$ cat config.mk
export PLATFORM = sky130hd
export DESIGN_NAME = regfile_scoreboard_flat
export DESIGN_NICKNAME = d
export VERILOG_FILES = /design/src/rtl/regfile_scoreboard_pkg.sv /design/src/rtl/regfile_scoreboard_if.sv /design/src/rtl/regfile_scoreboard_decoder_onehot.sv /design/src/rtl/regfile_scoreboard.sv /design/src/flat_wrapper.sv
export SDC_FILE = /design/constraint.sdc
export NUM_CORES = 1
export LEC_CHECK = 0
export CAP_MARGIN = 20
export CORE_UTILIZATION = 41
export DETAILED_ROUTE_END_ITERATION = 12
export PLACE_DENSITY_LB_ADDON = 0.15
export SKIP_CTS_REPAIR_TIMING = 1
export SLEW_MARGIN = 20
export SYNTH_ARGS = -nofsm -noshare
export SYNTH_HDL_FRONTEND = slang
export SYNTH_SLANG_ARGS = --single-unit
export TNS_END_PERCENT = 50
$ cat constraint.sdc
create_clock -name clock -period 6.05 [get_ports clock]
set_input_delay 1.21 -clock clock [delete_from_list [all_inputs] [get_ports clock]]
set_output_delay 1.21 -clock clock [all_outputs]
set_load 0.02 [all_outputs]
$ cat src/rtl/regfile_scoreboard_pkg.sv
// Shared definitions for the register-busy scoreboard.
//   DEF_ADDR_W   : default register address width
//   DEF_NUM_REGS : default number of architectural registers (2**DEF_ADDR_W)
//   ZERO_REG     : index of the hardwired-zero register
//   wb_kind_e    : classification of a writeback in the current cycle
package regfile_scoreboard_pkg;

  localparam int unsigned DEF_ADDR_W   = 5;
  localparam int unsigned DEF_NUM_REGS = 1 << DEF_ADDR_W;
  localparam int unsigned ZERO_REG     = 0;

  typedef enum logic [1:0] {
    WB_NONE,   // no writeback, or ignored because of flush
    WB_CLEAR,  // writeback to a busy register: clears it
    WB_ERROR   // writeback to a non-busy register: raises wb_err
  } wb_kind_e;

endpackage

$ cat src/rtl/regfile_scoreboard_if.sv
// Decode/writeback-side bundle for the register-busy scoreboard.
//   master : decode/writeback stage (drives flush, issue, writeback, queries)
//   slave  : scoreboard (drives issue_ready, rsX_busy, busy_vec,
//            busy_count, wb_err)
interface regfile_scoreboard_if
  import regfile_scoreboard_pkg::*;
#(
  parameter int unsigned ADDR_W   = DEF_ADDR_W,
  parameter int unsigned NUM_REGS = 2**ADDR_W
);

  logic                flush;
  logic                issue_valid;
  logic [ADDR_W-1:0]   issue_rd;
  logic                issue_ready;
  logic                wb_valid;
  logic [ADDR_W-1:0]   wb_rd;
  logic [ADDR_W-1:0]   rs1;
  logic [ADDR_W-1:0]   rs2;
  logic                rs1_busy;
  logic                rs2_busy;
  logic [NUM_REGS-1:0] busy_vec;
  logic [ADDR_W:0]     busy_count;
  logic                wb_err;

  modport master (
    output flush, issue_valid, issue_rd, wb_valid, wb_rd, rs1, rs2,
    input  issue_ready, rs1_busy, rs2_busy, busy_vec, busy_count, wb_err
  );

  modport slave (
    input  flush, issue_valid, issue_rd, wb_valid, wb_rd, rs1, rs2,
    output issue_ready, rs1_busy, rs2_busy, busy_vec, busy_count, wb_err
  );

endinterface

$ cat src/rtl/regfile_scoreboard_decoder_onehot.sv
// Enable-gated one-hot address decoder.
//   addr   : ADDR_W-bit register index
//   en     : when 0 the output is all zeros
//   onehot : 2**ADDR_W bits, bit addr set when en=1
module decoder_onehot
  import regfile_scoreboard_pkg::*;
#(
  parameter int unsigned ADDR_W = DEF_ADDR_W
) (
  input  logic [ADDR_W-1:0]      addr,
  input  logic                   en,
  output logic [(2**ADDR_W)-1:0] onehot
);

  always_comb begin
    onehot = '0;
    if (en) onehot[addr] = 1'b1;
  end

endmodule

$ cat src/rtl/regfile_scoreboard.sv
// Register-busy scoreboard: one busy bit per architectural register, set
// when a writing instruction issues, cleared on its writeback.
//   clock, reset : rising-edge clock, synchronous active-high reset
//   sb (slave)   : flush, issue handshake, writeback, two source queries,
//                  registered busy_vec/busy_count and sticky wb_err
module regfile_scoreboard
  import regfile_scoreboard_pkg::*;
#(
  parameter int unsigned ADDR_W         = DEF_ADDR_W,
  parameter int unsigned NUM_REGS       = 2**ADDR_W,
  parameter bit          ZERO_HARDWIRED = 1'b1
) (
  input  logic                 clock,
  input  logic                 reset,
  regfile_scoreboard_if.slave  sb
);

  localparam logic [ADDR_W:0] CNT_ONE = 1;

  logic [NUM_REGS-1:0] busy_q, busy_d;
  logic [NUM_REGS-1:0] set_oh, clr_oh, busy_eff;
  logic [ADDR_W:0]     count_q, count_d;
  logic                err_q, err_d;
  logic                wb_hit, issue_fire, zero_issue, zero_wb;
  wb_kind_e            wb_kind;

  // The writeback bypass is applied to the query/ready outputs even during
  // flush; the state update below zeroes everything anyway.
  assign wb_hit = sb.wb_valid && busy_q[sb.wb_rd];

  decoder_onehot #(.ADDR_W(ADDR_W)) u_clr_dec (
    .addr   (sb.wb_rd),
    .en     (wb_hit),
    .onehot (clr_oh)
  );

  assign busy_eff       = busy_q & ~clr_oh;
  assign sb.issue_ready = !sb.flush && !busy_eff[sb.issue_rd];
  assign issue_fire     = sb.issue_valid && sb.issue_ready;

  decoder_onehot #(.ADDR_W(ADDR_W)) u_set_dec (
    .addr   (sb.issue_rd),
    .en     (issue_fire),
    .onehot (set_oh)
  );

  assign sb.rs1_busy = busy_eff[sb.rs1];
  assign sb.rs2_busy = busy_eff[sb.rs2];

  assign zero_issue = ZERO_HARDWIRED && (sb.issue_rd == ADDR_W'(ZERO_REG));
  assign zero_wb    = ZERO_HARDWIRED && (sb.wb_rd == ADDR_W'(ZERO_REG));

  always_comb begin
    wb_kind = WB_NONE;
    if (!sb.flush && sb.wb_valid) begin
      if (busy_q[sb.wb_rd]) wb_kind = WB_CLEAR;
      else if (!zero_wb)    wb_kind = WB_ERROR;
    end

    busy_d = (busy_q & ~clr_oh) | set_oh;
    if (ZERO_HARDWIRED) busy_d[ZERO_REG] = 1'b0;

    // Incremental popcount is exact: issue_ready guarantees the set target is
    // either idle or being cleared this same cycle (then +1/-1 cancel).
    count_d = count_q;
    if (issue_fire && !zero_issue) count_d = count_d + CNT_ONE;
    if (wb_kind == WB_CLEAR)       count_d = count_d - CNT_ONE;

    err_d = err_q || (wb_kind == WB_ERROR);

    if (sb.flush) begin
      busy_d  = '0;
      count_d = '0;
    end
  end

  always_ff @(posedge clock) begin
    if (reset) begin
      busy_q  <= '0;
      count_q <= '0;
      err_q   <= 1'b0;
    end else begin
      busy_q  <= busy_d;
      count_q <= count_d;
      err_q   <= err_d;
    end
  end

  assign sb.busy_vec   = busy_q;
  assign sb.busy_count = count_q;
  assign sb.wb_err     = err_q;

endmodule
$ cat src/flat_wrapper.sv
// flat-port wrapper written by rule: the top's interface ports become plain ports
module regfile_scoreboard_flat import regfile_scoreboard_pkg::*;
#(
  parameter int unsigned ADDR_W         = DEF_ADDR_W,
  parameter int unsigned NUM_REGS       = 2**ADDR_W,
  parameter bit          ZERO_HARDWIRED = 1'b1
)
  (clock, reset, sb_flush, sb_issue_valid, sb_issue_rd, sb_wb_valid, sb_wb_rd, sb_rs1, sb_rs2, sb_issue_ready, sb_rs1_busy, sb_rs2_busy, sb_busy_vec, sb_busy_count, sb_wb_err);
  regfile_scoreboard_if #(.ADDR_W(ADDR_W), .NUM_REGS(NUM_REGS)) sb_i ();
  input  logic clock;
  input  logic reset;
  input wire logic [$bits(sb_i.flush)-1:0] sb_flush;
  input wire logic [$bits(sb_i.issue_valid)-1:0] sb_issue_valid;
  input wire logic [$bits(sb_i.issue_rd)-1:0] sb_issue_rd;
  input wire logic [$bits(sb_i.wb_valid)-1:0] sb_wb_valid;
  input wire logic [$bits(sb_i.wb_rd)-1:0] sb_wb_rd;
  input wire logic [$bits(sb_i.rs1)-1:0] sb_rs1;
  input wire logic [$bits(sb_i.rs2)-1:0] sb_rs2;
  output wire logic [$bits(sb_i.issue_ready)-1:0] sb_issue_ready;
  output wire logic [$bits(sb_i.rs1_busy)-1:0] sb_rs1_busy;
  output wire logic [$bits(sb_i.rs2_busy)-1:0] sb_rs2_busy;
  output wire logic [$bits(sb_i.busy_vec)-1:0] sb_busy_vec;
  output wire logic [$bits(sb_i.busy_count)-1:0] sb_busy_count;
  output wire logic [$bits(sb_i.wb_err)-1:0] sb_wb_err;
  assign sb_i.flush = sb_flush;
  assign sb_i.issue_valid = sb_issue_valid;
  assign sb_i.issue_rd = sb_issue_rd;
  assign sb_i.wb_valid = sb_wb_valid;
  assign sb_i.wb_rd = sb_wb_rd;
  assign sb_i.rs1 = sb_rs1;
  assign sb_i.rs2 = sb_rs2;
  assign sb_issue_ready = sb_i.issue_ready;
  assign sb_rs1_busy = sb_i.rs1_busy;
  assign sb_rs2_busy = sb_i.rs2_busy;
  assign sb_busy_vec = sb_i.busy_vec;
  assign sb_busy_count = sb_i.busy_count;
  assign sb_wb_err = sb_i.wb_err;
  regfile_scoreboard #(.ADDR_W(ADDR_W), .NUM_REGS(NUM_REGS), .ZERO_HARDWIRED(ZERO_HARDWIRED)) u_core (.clock(clock), .reset(reset), .sb(sb_i));
endmodule
### Yosys cells after proc, flatten, opt, wreduce, memory -nomap -nowiden

Index checks and enable logic that the tools add are counted.

* add/subtract/negate cells: 2
* multipliers: 0
* div/mod/pow operators: 0
* magnitude comparators: 6
* equal/unequal tests: 2
* shifts and indexed selects: 0
* muxes and demuxes: 19
* bitwise operators: 3
* reductions and logical operators: 14

Operator list (count)
* $mux W32: 2
* $and A32 B32 Y32: 1
* $not A32 Y32: 1
* $or A32 B32 Y32: 1
* $lt A5 B6 Y1 const B: 4
* $bmux W1 S5: 4
* $mux W6: 2
* $demux W1 S5: 2
* $ge A5 B1 Y1 const B: 2
* $logic_not A5 Y1: 2
* $logic_and A1 B1 Y1: 7
* $add A6 B1 Y6 const B: 1
* $mux W1: 6
* $mux W2: 3
* $sub A6 B1 Y6 const B: 1
* $logic_not A1 Y1: 3
* $eq A2 B1 Y1 const B: 1
* $eq A2 B2 Y1 const B: 1
* $reduce_or A2 Y1: 1
* $logic_or A1 B1 Y1: 1

* flip-flop bits (word level): 39
* bits in latches: 0
* bits in writable memories: 0
* ROM bits: 0
* bits of input ports: 25
* memories kept: 0

### Logic depth before layout (Yosys ltp)

* depth in word-level cells: 16
* gate-level depth with buffers: 16
* depth with buffers taken out: 14

### By module

Synthesis repeated with hierarchy kept, for this count alone.

* cells, all modules: 410
* area total of the unflattened synthesis: 3303.2 µm²

By module, submodules not included
* regfile_scoreboard: times used 1, cells each 316, area an instance 2842.7 µm², sequential area each 760.7 µm²
* decoder_onehot: times used 2, cells each 47, area an instance 230.2 µm², sequential area each 0.0 µm²

### Least setup slack after synthesis

Ideal clock, no wire load.

* path type: input to output
* from: input sb_wb_rd[0]
* to: output sb_rs1_busy
* arrival time: 4057 ps
* path slack: 783 ps
* stages: 9
* buffers on the path: 1
* cells stage by stage: buf_2 > mux2i_1 > o22ai_2 > nor4_2 > or2_1 > o21ai_0 > mux4_2 > mux4_2 > a21oi_1

* cells in the longest elaborated chain, start to end: 9
* elaborated cells on any way between the ends: 13
* classes of those cells: order compare: 2; mux: 7; bitwise: 2; reduce/logical: 2

RTL lines
* from (decl): RTL line flat_wrapper.sv:16 `input wire logic [$bits(sb_i.wb_rd)-1:0] sb_wb_rd;`
* $lt A5 B6 Y1 (implied by the code) or $ge A5 B1 Y1 (tied branches): RTL line regfile_scoreboard_decoder_onehot.sv:17 `if (en) onehot[addr] = 1'b1;`
* $logic_and A1 B1 Y1 (implied by the code): RTL line regfile_scoreboard_decoder_onehot.sv:17
* $mux W1 (implied by the code): RTL line regfile_scoreboard_decoder_onehot.sv:17
* $demux W1 S5: RTL line regfile_scoreboard_decoder_onehot.sv:17
* $mux W32 (*): RTL line regfile_scoreboard_decoder_onehot.sv:17
* $not A32 Y32 (*): RTL line regfile_scoreboard.sv:37 `assign busy_eff = busy_q & ~clr_oh;`
* $and A32 B32 Y32 (*): RTL line regfile_scoreboard.sv:37
* $bmux W1 S5 (*): RTL line regfile_scoreboard.sv:47 `assign sb.rs1_busy = busy_eff[sb.rs1];`
* $mux W1 (implied by the code) (*): RTL line regfile_scoreboard.sv:47
* to (decl): RTL line flat_wrapper.sv:20 `output wire logic [$bits(sb_i.rs1_busy)-1:0] sb_rs1_busy;`

Mark *: on every way between the ends. The rest lies on a longest branch, timed or not. The select of a mux whose other input is x is not followed.

### Worst setup path in the final report

Ends and elaborated chain as after synthesis.

==> flow_summary_export.csv <==
group,metric,value,unit
logic_synthesis,syn-num-nets,437,
critical_path,reg2reg_depth,18,
drt,detail-route-antenna-nets,0,
outcome,status,"complete, no violations",
placed_design,io_buffers,65,
timing,worst_pin_slew,0.747,ns
logic_synthesis,yosys_warnings,0,
critical_path,cp-start-kind,"input pin",
drt,drtPass1Iterations,5,
cts,insertion_delay,0.30,ns
cts,clock_path_buffers,2,
drt,drt_iter0_drc,360,
timing,clock-skew-final,0.00330,ns
drt,remaining_drc_errors,0,
timing,fin_tns_setup,0,ns
timing,finalCriticalPeriod,5.96,ns
power,peakVddDrop,0.0911,mV
placed_design,dp_hpwl,10400,µm
logic_synthesis,avgSynthCellArea,8.20,µm²
critical_path,r2r_slack,2.05,ns
drt,vias_per_cell,6.11,
timing,setup_viol,0,
logic_synthesis,synth_most_common_cell,"a21oi_1",
critical_path,end_kind,"output pin",
drt,wl,13300,µm
final_layout,diodes,0,
final_layout,regArea,761,µm²
worst_hold_path,min_path_type,"flop to flop",
critical_path,crit_fanout,16,
timing,slew_viol_final,0,
timing,finalCritPeriodShare,98.5,%
cts,cts_tree,"done",
floorplanning,io_pins,67,
final_layout,syn2layout_area_growth,43.1,%
grt,grt_pass1_vias,3779,
floorplanning,start_util,42.9,%
worst_hold_path,min_path_cells,2,
grt,grt_use_total,31.9,%
final_layout,layout.nets,564,
cts,cts_buffers,5,
power,leakage,0.00181,µW
logic_synthesis,yosys_most_used_dff,"dfxtp_1",
critical_path,critical_path.startpoint,"sb_wb_rd[0]",
final_layout,fillers,714,
logic_synthesis,synth_edf_count,0,
grt,grt_start_max_net_pins,37,
worst_hold_path,worstHoldEndpoint,"u_core.sb.wb_err",
power,power_density,120,nW/µm²
logic_synthesis,synthTopCellsByArea,"dfxtp_1 (23%), mux4_2 (12%), a21oi_1 (7.7%)",
logic_synthesis,syn_inst,410,
grt,overflow,0,
logic_synthesis,ys_seq_elements,38,
floorplanning,die_area,8570,µm²
logic_synthesis,synth.distinct_cells,68,
floorplanning,core,7850,µm²
logic_synthesis,syn-cell-area,3360,µm²
cts,clkSinkCount,38,
logic_synthesis,synthArstFlopShare,0,%
timing,fmax,0.168,GHz
logic_synthesis,synthTopCellsByCount,"a21oi_1 (52), nand2_1 (42), dfxtp_1 (38), nor2_1 (38), mux2i_1 (22)",
cts,cts-root-buf,"clkbuf_8",
critical_path,worst_ep_required_time,4.84,ns
critical_path,regToRegEndpoint,"u_core.sb.busy_count[4]",
floorplanning,die_y,92.6,µm
logic_synthesis,synth.top_cell.area_share,22.6,%
run,max_cap_viol_count,0,
final_layout,multi_input_area,2530,µm²
final_layout,drive_above_1_share,25.1,%
floorplanning,die_w,92.6,µm
power,power,577,µW
grt,antenna_found_initial,0,
logic_synthesis,seq_area_frac_synth,22.6,%
critical_path,reg2reg_from,"u_core.sb.busy_vec[12]",
critical_path,crit_type,"input pin to output pin",
worst_hold_path,hp-start,"u_core.sb.wb_err",
placed_design,gp_congestion,0.946,
cts,htree_num_levels,2,
critical_path,crit_arrival,4.75,ns
logic_synthesis,synth_top_area_cell,"dfxtp_1",
floorplanning,rows,32,
drt,post_drt_wl_per_cell,20.8,µm
drt,vias,3911,
timing,slew_headroom,49.8,%
cts,cts.clk_slew.worst_paths,0.08,ns
grt,grt_pass1_wl,20700,µm
timing,hold_viol,0,
-- how the worst max path moves through the flow --
stage | endpoint | depth (start not counted) | slack [ns]
3_5_place_dp | sb_rs2_busy | 11 | -0.32
5_1_grt | sb_rs1_busy | 13 | -0.01
2_1_floorplan | sb_rs1_busy | 9 | 0.78
4_1_cts | sb_rs2_busy | 11 | -0.35
3_3_place_gp | sb_rs1_busy | 12 | -0.25
6_report | sb_rs1_busy | 13 | 0.09
-- area by class of cell --
cell class                 count  share of cell area (%)
tap                          102                    2.65
inverter                       6                   0.468
sequential                    38                    15.8
clock buffer                   6                    1.51
multi-input combinational    340                    52.7
clock inverter                 2                   0.286
timing repair buffer         146                    26.6
-- metrics by stage --
step                hold slack (ns)  area [µm²]  util (%)  cells  worst slack (ns)
global placement              0.456        4650      59.2    631            -0.246
floorplan                     0.553        3360         -    410             0.783
CTS                           0.493        4730      60.3    639            -0.349
finish                        0.484        4810      61.3    640            0.0888
global route                  0.532        4810      61.3    640           -0.0147
detailed placement            0.475        4650      59.2    631            -0.315
-- kinds of logic after synthesis --
group	Yosys count	share of synthesized area [%]
AOI/OAI and AO/OA	122	23.7
buffers and inverters	32	3.87
xor gates and xnor gates	10	2.60
muxes	42	19.3
adders and majority gates	2	0.744
DFF	38	22.6
and+or+nand+nor	163	27.1
other	1	0.112
-- cells in the final DEF, fill, tap and decap left out, types with 5 or more instances in the layout --
cell	instances
nor3b_1	5
mux4_2	18
o21ai_0	13
a21oi_1	52
nand2_1	42
buf_4	80
nor2_1	38
xnor2_1	5
clkdlybuf4s50_1	61
nor3_1	12
mux2i_1	21
clkbuf_8	5
nand3_1	15
inv_1	5
and3_1	5
xor2_1	5
o22ai_2	5
dfxtp_1	38
-- report_power, final --
part	internal (µW)	switching, µW	total, µW
Clock	81.5	103	185
Combinational	60.2	78.0	138
Sequential	252	2.69	254
Total	393	184	577
-- worst max-delay path: stages --
cell and delay [ns]:
clkdlybuf4s50_1 0.55, buf_12 0.20, or4b_4 0.48, o32ai_2 0.21, nor4_4 0.14, or2_2 0.34
buf_4 0.14, o21a_1 0.19, mux4_2 0.46, mux4_2 0.47, nor2_1 0.10, a21oi_1 0.04
dlymetal6s2s_1 0.20
-- state kept, by name, summed over array words and instances (netlist names) --
signal,flops
u_core.sb.busy_vec,31
u_core.sb.busy_count,6
u_core.sb.wb_err,1
-- layer usage --
layer	vias up	wire length, µm	global-route usage [%]
li1	1817	-	-
met1	1834	5530	42.8
met2	218	6120	51.3
met3	42	1190	4.68
met4	0	466	12.5
met5	-	0	0
No activity file was read; power rests on OpenSTA's default activity.
